--- src/rtl/instr_fetch_unit_pkg.sv ---
// Shared constants and types for the instruction fetch unit.
// The package also holds the default depths and the word-address helper.
package instr_fetch_unit_pkg;

    localparam int WORD_W = 32;
    localparam logic [WORD_W-1:0] INSTR_NOP = 32'h0000_0000;
    localparam int MAX_OUTST_DEF = 2;
    localparam int BUF_DEPTH_DEF = 2;

    // One instruction buffer entry: fetch address plus the returned word.
    typedef struct packed {
        logic [WORD_W-1:0] pc;
        logic [WORD_W-1:0] instr;
    } buf_entry_t;

    function automatic logic [WORD_W-1:0] word_addr(input logic [WORD_W-1:0] a);
        return {a[WORD_W-1:2], 2'b00};
    endfunction

endpackage

--- src/rtl/instr_fetch_unit_if.sv ---
// Bundles the instruction-memory request/response signals and the decode handshake.
// The master modport is the fetch-unit side; the slave modport is the memory/decode side.
interface instr_fetch_unit_if;
    import instr_fetch_unit_pkg::*;

    logic              imem_req;
    logic [WORD_W-1:0] imem_addr;
    logic              imem_gnt;
    logic              imem_rvalid;
    logic [WORD_W-1:0] imem_rdata;
    logic              instr_valid;
    logic              instr_ready;
    logic [WORD_W-1:0] instr;
    logic [WORD_W-1:0] instr_pc;

    modport master (
        output imem_req, imem_addr,
        input  imem_gnt, imem_rvalid, imem_rdata,
        output instr_valid, instr, instr_pc,
        input  instr_ready
    );

    modport slave (
        input  imem_req, imem_addr,
        output imem_gnt, imem_rvalid, imem_rdata,
        input  instr_valid, instr, instr_pc,
        output instr_ready
    );

endinterface

--- src/rtl/instr_fetch_unit_fetch_fifo.sv ---
// Small synchronous circular FIFO with a synchronous clear and an occupancy count.
// The head is read combinationally so data is visible in the same cycle count goes non-zero.
module fetch_fifo #(
    parameter int WIDTH = 32,
    parameter int DEPTH = 2,
    localparam int PTR_W = (DEPTH > 1) ? $clog2(DEPTH) : 1,
    localparam int CNT_W = $clog2(DEPTH + 1)
) (
    input  logic             clk,
    input  logic             reset,
    input  logic             clear,
    input  logic             push,
    input  logic             pop,
    input  logic [WIDTH-1:0] din,
    output logic [WIDTH-1:0] dout,
    output logic [CNT_W-1:0] count
);

    logic [WIDTH-1:0] mem [DEPTH];
    logic [PTR_W-1:0] wr_ptr_reg;
    logic [PTR_W-1:0] rd_ptr_reg;
    logic [CNT_W-1:0] count_reg;

    function automatic logic [PTR_W-1:0] ptr_inc(input logic [PTR_W-1:0] p);
        return (p == PTR_W'(DEPTH - 1)) ? '0 : p + PTR_W'(1);
    endfunction

    always_ff @(posedge clk) begin
        if (reset || clear) begin
            wr_ptr_reg <= '0;
            rd_ptr_reg <= '0;
            count_reg  <= '0;
        end else begin
            if (push) wr_ptr_reg <= ptr_inc(wr_ptr_reg);
            if (pop)  rd_ptr_reg <= ptr_inc(rd_ptr_reg);
            case ({push, pop})
                2'b10:   count_reg <= count_reg + CNT_W'(1);
                2'b01:   count_reg <= count_reg - CNT_W'(1);
                default: count_reg <= count_reg;
            endcase
        end
    end

    always_ff @(posedge clk) begin
        if (push) mem[wr_ptr_reg] <= din;
    end

    // Callers guarantee space/data through credit accounting; these catch violations.
    always_ff @(posedge clk) begin
        if (!reset && !clear) begin
            assert (!(push && count_reg == CNT_W'(DEPTH)));
            assert (!(pop && count_reg == '0));
        end
    end

    assign dout  = mem[rd_ptr_reg];
    assign count = count_reg;

endmodule

--- src/rtl/instr_fetch_unit.sv ---
// Instruction fetch unit: issues word reads at pc under a credit rule, tags responses with
// their PC, buffers them for decode, and drops in-flight responses after a flush.
module instr_fetch_unit
    import instr_fetch_unit_pkg::*;
#(
    parameter int MAX_OUTST = MAX_OUTST_DEF,
    parameter int BUF_DEPTH = BUF_DEPTH_DEF
) (
    input  logic              clk,
    input  logic              reset,
    input  logic [WORD_W-1:0] pc,
    output logic              pc_ld,
    input  logic              flush,
    output logic              misalign,
    instr_fetch_unit_if.master bus
);

    localparam int OUT_W = $clog2(MAX_OUTST + 1);
    localparam int BUF_W = $clog2(BUF_DEPTH + 1);

    logic [OUT_W-1:0]  outst;
    logic [OUT_W-1:0]  discard_reg;
    logic [OUT_W-1:0]  discard_next;
    logic [BUF_W-1:0]  fifo_count;
    logic [WORD_W-1:0] tag_pc;
    logic [31:0]       used_slots;
    logic              can_issue;
    logic              rsp;
    logic              keep;
    logic              head_valid;
    logic              deq;
    buf_entry_t        head;
    buf_entry_t        wr_entry;

    // A new request is allowed only if every live request already has a buffer slot reserved.
    always_comb begin
        used_slots = 32'(fifo_count) + 32'(outst) - 32'(discard_reg);
        can_issue  = !reset && !flush
                     && (32'(outst) < 32'(MAX_OUTST))
                     && (used_slots < 32'(BUF_DEPTH));
    end

    assign bus.imem_req  = can_issue && (pc[1:0] == 2'b00);
    assign misalign      = can_issue && (pc[1:0] != 2'b00);
    assign bus.imem_addr = word_addr(pc);
    assign pc_ld         = bus.imem_req & bus.imem_gnt;

    assign rsp        = bus.imem_rvalid & ~reset;
    assign keep       = rsp && (discard_reg == '0);
    assign head_valid = (fifo_count != '0) && !reset;
    assign deq        = head_valid & bus.instr_ready;
    assign wr_entry   = '{pc: tag_pc, instr: bus.imem_rdata};

    // The tag queue occupancy doubles as the outstanding-request count.
    fetch_fifo #(.WIDTH(WORD_W), .DEPTH(MAX_OUTST)) u_tag_q (
        .clk   (clk),
        .reset (reset),
        .clear (1'b0),
        .push  (pc_ld),
        .pop   (rsp),
        .din   (pc),
        .dout  (tag_pc),
        .count (outst)
    );

    fetch_fifo #(.WIDTH($bits(buf_entry_t)), .DEPTH(BUF_DEPTH)) u_buf (
        .clk   (clk),
        .reset (reset),
        .clear (flush),
        .push  (keep),
        .pop   (deq),
        .din   (wr_entry),
        .dout  (head),
        .count (fifo_count)
    );

    // On flush every request still in flight after this cycle's response becomes stale.
    always_comb begin
        discard_next = discard_reg;
        if (flush) begin
            discard_next = outst - OUT_W'(rsp);
        end else if (rsp && (discard_reg != '0)) begin
            discard_next = discard_reg - OUT_W'(1);
        end
    end

    always_ff @(posedge clk) begin
        if (reset) begin
            discard_reg <= '0;
        end else begin
            discard_reg <= discard_next;
        end
    end

    assign bus.instr_valid = head_valid;
    assign bus.instr       = head_valid ? head.instr : INSTR_NOP;
    assign bus.instr_pc    = head_valid ? head.pc : '0;

endmodule
--- src/flat_wrapper.sv ---
// flat-port wrapper written by rule: the top's interface ports become plain ports
module instr_fetch_unit_flat import instr_fetch_unit_pkg::*;
#(
    parameter int MAX_OUTST = MAX_OUTST_DEF,
    parameter int BUF_DEPTH = BUF_DEPTH_DEF
)
  (clk, reset, pc, pc_ld, flush, misalign, bus_imem_req, bus_imem_addr, bus_imem_gnt, bus_imem_rvalid, bus_imem_rdata, bus_instr_valid, bus_instr, bus_instr_pc, bus_instr_ready);
  instr_fetch_unit_if bus_i ();
  input  logic clk;
  input  logic reset;
  input  logic [WORD_W-1:0] pc;
  output logic pc_ld;
  input  logic flush;
  output logic misalign;
  output wire logic [$bits(bus_i.imem_req)-1:0] bus_imem_req;
  output wire logic [$bits(bus_i.imem_addr)-1:0] bus_imem_addr;
  input wire logic [$bits(bus_i.imem_gnt)-1:0] bus_imem_gnt;
  input wire logic [$bits(bus_i.imem_rvalid)-1:0] bus_imem_rvalid;
  input wire logic [$bits(bus_i.imem_rdata)-1:0] bus_imem_rdata;
  output wire logic [$bits(bus_i.instr_valid)-1:0] bus_instr_valid;
  output wire logic [$bits(bus_i.instr)-1:0] bus_instr;
  output wire logic [$bits(bus_i.instr_pc)-1:0] bus_instr_pc;
  input wire logic [$bits(bus_i.instr_ready)-1:0] bus_instr_ready;
  assign bus_imem_req = bus_i.imem_req;
  assign bus_imem_addr = bus_i.imem_addr;
  assign bus_i.imem_gnt = bus_imem_gnt;
  assign bus_i.imem_rvalid = bus_imem_rvalid;
  assign bus_i.imem_rdata = bus_imem_rdata;
  assign bus_instr_valid = bus_i.instr_valid;
  assign bus_instr = bus_i.instr;
  assign bus_instr_pc = bus_i.instr_pc;
  assign bus_i.instr_ready = bus_instr_ready;
  instr_fetch_unit #(.MAX_OUTST(MAX_OUTST), .BUF_DEPTH(BUF_DEPTH)) u_core (.clk(clk), .reset(reset), .pc(pc), .pc_ld(pc_ld), .flush(flush), .misalign(misalign), .bus(bus_i));
endmodule
--- config.mk ---
export PLATFORM = sky130hd
export DESIGN_NAME = instr_fetch_unit_flat
export DESIGN_NICKNAME = d
export VERILOG_FILES = /design/src/rtl/instr_fetch_unit_pkg.sv /design/src/rtl/instr_fetch_unit_if.sv /design/src/rtl/instr_fetch_unit_fetch_fifo.sv /design/src/rtl/instr_fetch_unit.sv /design/src/flat_wrapper.sv
export SDC_FILE = /design/constraint.sdc
export NUM_CORES = 1
export LEC_CHECK = 0
export CORE_MARGIN = 4
export CORE_UTILIZATION = 53
export CTS_BUF_LIST = sky130_fd_sc_hd__clkbuf_4 sky130_fd_sc_hd__clkbuf_8
export DETAILED_ROUTE_END_ITERATION = 8
export PLACE_DENSITY = 0.82
export SKIP_LAST_GASP = 1
export SLEW_MARGIN = 30
export SYNTH_ARGS = -nofsm -noshare
export SYNTH_HDL_FRONTEND = slang
export SYNTH_HIERARCHICAL = 1
export SYNTH_SLANG_ARGS = --single-unit
--- constraint.sdc ---
create_clock -name clk -period 5.7 [get_ports clk]
set_clock_uncertainty 0.05 [all_clocks]
set_input_delay 0.855 -clock clk [delete_from_list [all_inputs] [get_ports clk]]
set_output_delay 0.855 -clock clk [all_outputs]
set_load 0.03 [all_outputs]
==> impl_metrics.json <==
{
  "cts_setup_buffers": 0,
  "crit_path_start_kind": "input pin",
  "drtIter0Drc": 241,
  "largest_register_ffs": 128,
  "gp_congestion": 0.777,
  "worstPathMaxFanout": 36,
  "rsz0062_at_grt": "no",
  "finalCriticalPeriod_ns": 4.45,
  "finalSetupViolations": 0,
  "maxSlewViolCount": 0,
  "synthMuxAreaShare_pct": 13.0,
  "worstPathRequired_ns": 4.80,
  "ys_seq_elements": 204,
  "synth_common_cells": "edfxtp_1 (192), mux2_2 (94), and2_1 (68)",
  "synth_most_common_cell": "edfxtp_1",
  "yosysTopAreaCellShare_pct": 69.3,
  "dp_hpwl_um": 9520,
  "relSlewSlack_pct": 38.5,
  "syn_to_final_growth_pct": 27.9,
  "seq_power_share_pct": 54.2,
  "post-route-util_pct": 69.4,
  "p_int_w": 0.00244,
  "die_w_um": 133,
  "die_area_um2": 17800,
  "synth_compound_area_share_pct": 0.828,
  "drtAntennaViolNets": 0,
  "synth-simple-area-share_pct": 6.77,
  "cp-end-kind": "output pin",
  "regArea_um2": 6010,
  "hold_slack_ns": 0.493,
  "viasPerCell": 5.03,
  "clkPwrFrac_pct": 38.7,
  "ys_seq_area_share_pct": 72.2,
  "routed_wl_um": 15400,
  "port_buffers": 167,
  "nNetsFinal": 719,
  "cts_buffers": 34,
  "outcome": "completed",
  "tightest_slew_ns": 0.923,
  "synth_area_leader_cell": "edfxtp_1",
  "grt_max_degree": 65,
  "hold_buffers": 0,
  "io_pins": 170,
  "worstSetupPathType": "in2out",
  "grt_pass1_vias": 4825,
  "cts_root_buf": "clkbuf_8",
  "crit_arrival_ns": 3.55,
  "n_antenna_cell": 0,
  "synth_area_leaders": "edfxtp_1 (69%), mux2_2 (13%), and2_1 (5.1%)",
  "drive_gt1_share_pct": 24.1,
  "async_flop_share_pct": 0,
  "final_hold_viol_count": 0,
  "switching_power_w": 0.000657,
  "dr.pass1.iters": 4,
  "track_usage_pct": 17.7,
  "synthCells": 479,
  "wl_per_cell_um": 17.6,
  "clk_path_buf_depth": 3,
  "grt_first_pass_wirelength_um": 24600,
  "avgSynthCellArea_um2": 17.4,
  "cts_tree": "yes",
  "power_frac_comb_pct": 7.1,
  "synthXorXnorAreaFrac_pct": 1.16,
  "initial_core_util_pct": 54.3,
  "multi_input_area_um2": 1980,
  "period_share_pct": 78.1,
  "route.detailed.drc": 0,
  "synth-adder-area-share_pct": 1.38,
  "clk_pin_slew_worst_paths_ns": 0.06,
  "yosys_warnings": 6,
  "netSwitchingFraction_pct": 21.2,
  "clock_sinks": 204,
  "netlist_area_um2": 8320,
  "ys.flop_type": "edfxtp_1",
  "clkLatencyLatePin_ns": 0.49,
  "fin_tns_setup_ns": 0,
  "synth_edf_count": 192,
  "fmax_mhz": 225,
  "irDropWorstVdd_v": 0.000186,
  "antenna_found_initial": 0,
  "htree_levels": 2,
  "leakage_nw": 3.54,
  "die_height_um": 133,
  "vias": 4402,
  "cts_resized": 0,
  "max_cap_viol_count": 0,
  "power.density_nw_per_um2": 291,
  "min_path_type": "reg2reg",
  "coreArea_um2": 15300,
  "grt.overflow.total": 0,
  "synth_cell_types": 30,
  "reg_top3": "u_core/u_buf/mem: 128 flops, u_core/u_tag_q/mem: 64 flops",
  "max_flop_register": "u_core/u_buf/mem",
  "synth_top_family_by_area": "multiplexers",
  "fill_cells": 1029,
  "num_rows": 45
}
final timing paths:
check                               start                         to  slack, ns  depth (start not counted)
setup / recovery                    reset            bus_instr_pc[3]       1.25                          5
hold / removal    u_core/u_buf/rd_ptr_reg                  flip-flop       0.49                          2
setup reg to reg  u_core/u_tag_q/count[1]  u_core/u_tag_q/mem[1][14]       2.20                          6
hold reg to reg   u_core/u_buf/rd_ptr_reg                  flip-flop       0.49                          2
power by group through the flow:
stage	combinational [W]	sequential [W]	clock [W]
finish	0.000220	0.00168	0.00120
global route	0.000236	0.00168	0.00131
CTS	0.000222	0.00168	0.00124
detailed placement	0.000220	0.00171	0
global placement	0.000212	0.00171	0
floorplan	0.000127	0.00171	0
critical path, cell delays in order:
cell,delay [ns]
clkdlybuf4s50_1,0.71
nor2_4,0.70
buf_4,0.40
and2_1,0.19
clkdlybuf4s50_1,0.68
metrics by stage:
| step | cells | power [W] | instance area [µm²] | worst slack [ns] |
|---|---|---|---|---|
| global placement | 815 | 0.00192 | 9960 | 1.31 |
| global route | 875 | 0.00322 | 10600 | 1.04 |
| floorplan | 485 | 0.00183 | 8340 | 1.12 |
| detailed placement | 815 | 0.00193 | 9960 | 1.16 |
| finish | 875 | 0.00310 | 10600 | 1.25 |
| CTS | 874 | 0.00314 | 10600 | 1.15 |
logic make-up (layout without fill, tap and decap cells):
group	after synthesis	count (layout)
adders and majority gates	8	8
buffers and inverters	57	236
DFF	204	204
and+or+nand+nor	93	93
xor gates and xnor gates	11	11
other	1	7
AOI/OAI and AO/OA	9	9
muxes	96	96
final cells by class:
type                    count  area share [%]
flip-flops and latches    204            56.5
multi-input cells         224            18.6
repair buffers            170            16.1
clock buffers              46            5.48
well taps                 211            2.48
clock inverters            13           0.541
inverters                   7           0.247
cells in the final DEF, fill, tap and decap left out:
cell type          n
a211oi_1           4
a21oi_1            1
and2_1            66
and2_2             1
and2_4             1
and3b_1            1
buf_16             1
buf_4              2
clkbuf_4           8
clkbuf_8          38
clkdlybuf4s50_1  167
clkinv_1           6
clkinv_2           7
conb_1             7
dfxtp_1           10
dfxtp_2            1
dfxtp_4            1
edfxtp_1         192
fa_1               2
ha_1               6
inv_1              7
mux2_1             2
mux2_2            94
nand2_1            1
nand2b_1           1
nor2_1             5
nor2_4             3
nor2b_1            1
nor3_1             8
nor3_2             1
nor3b_1            1
nor4_2             1
o21a_1             1
o21ai_0            2
o311ai_2           1
or3_1              2
xnor2_1            8
xor2_1             3
routing by layer:
| layer | GRT usage, % | wire [µm] |
|---|---|---|
| met5 | 0 | 0 |
| met4 | 7.43 | 351 |
| met3 | 5.06 | 1090 |
| met2 | 29.9 | 7660 |
| met1 | 21.3 | 6320 |
Note: power is estimated with default switching activity, not from simulation.
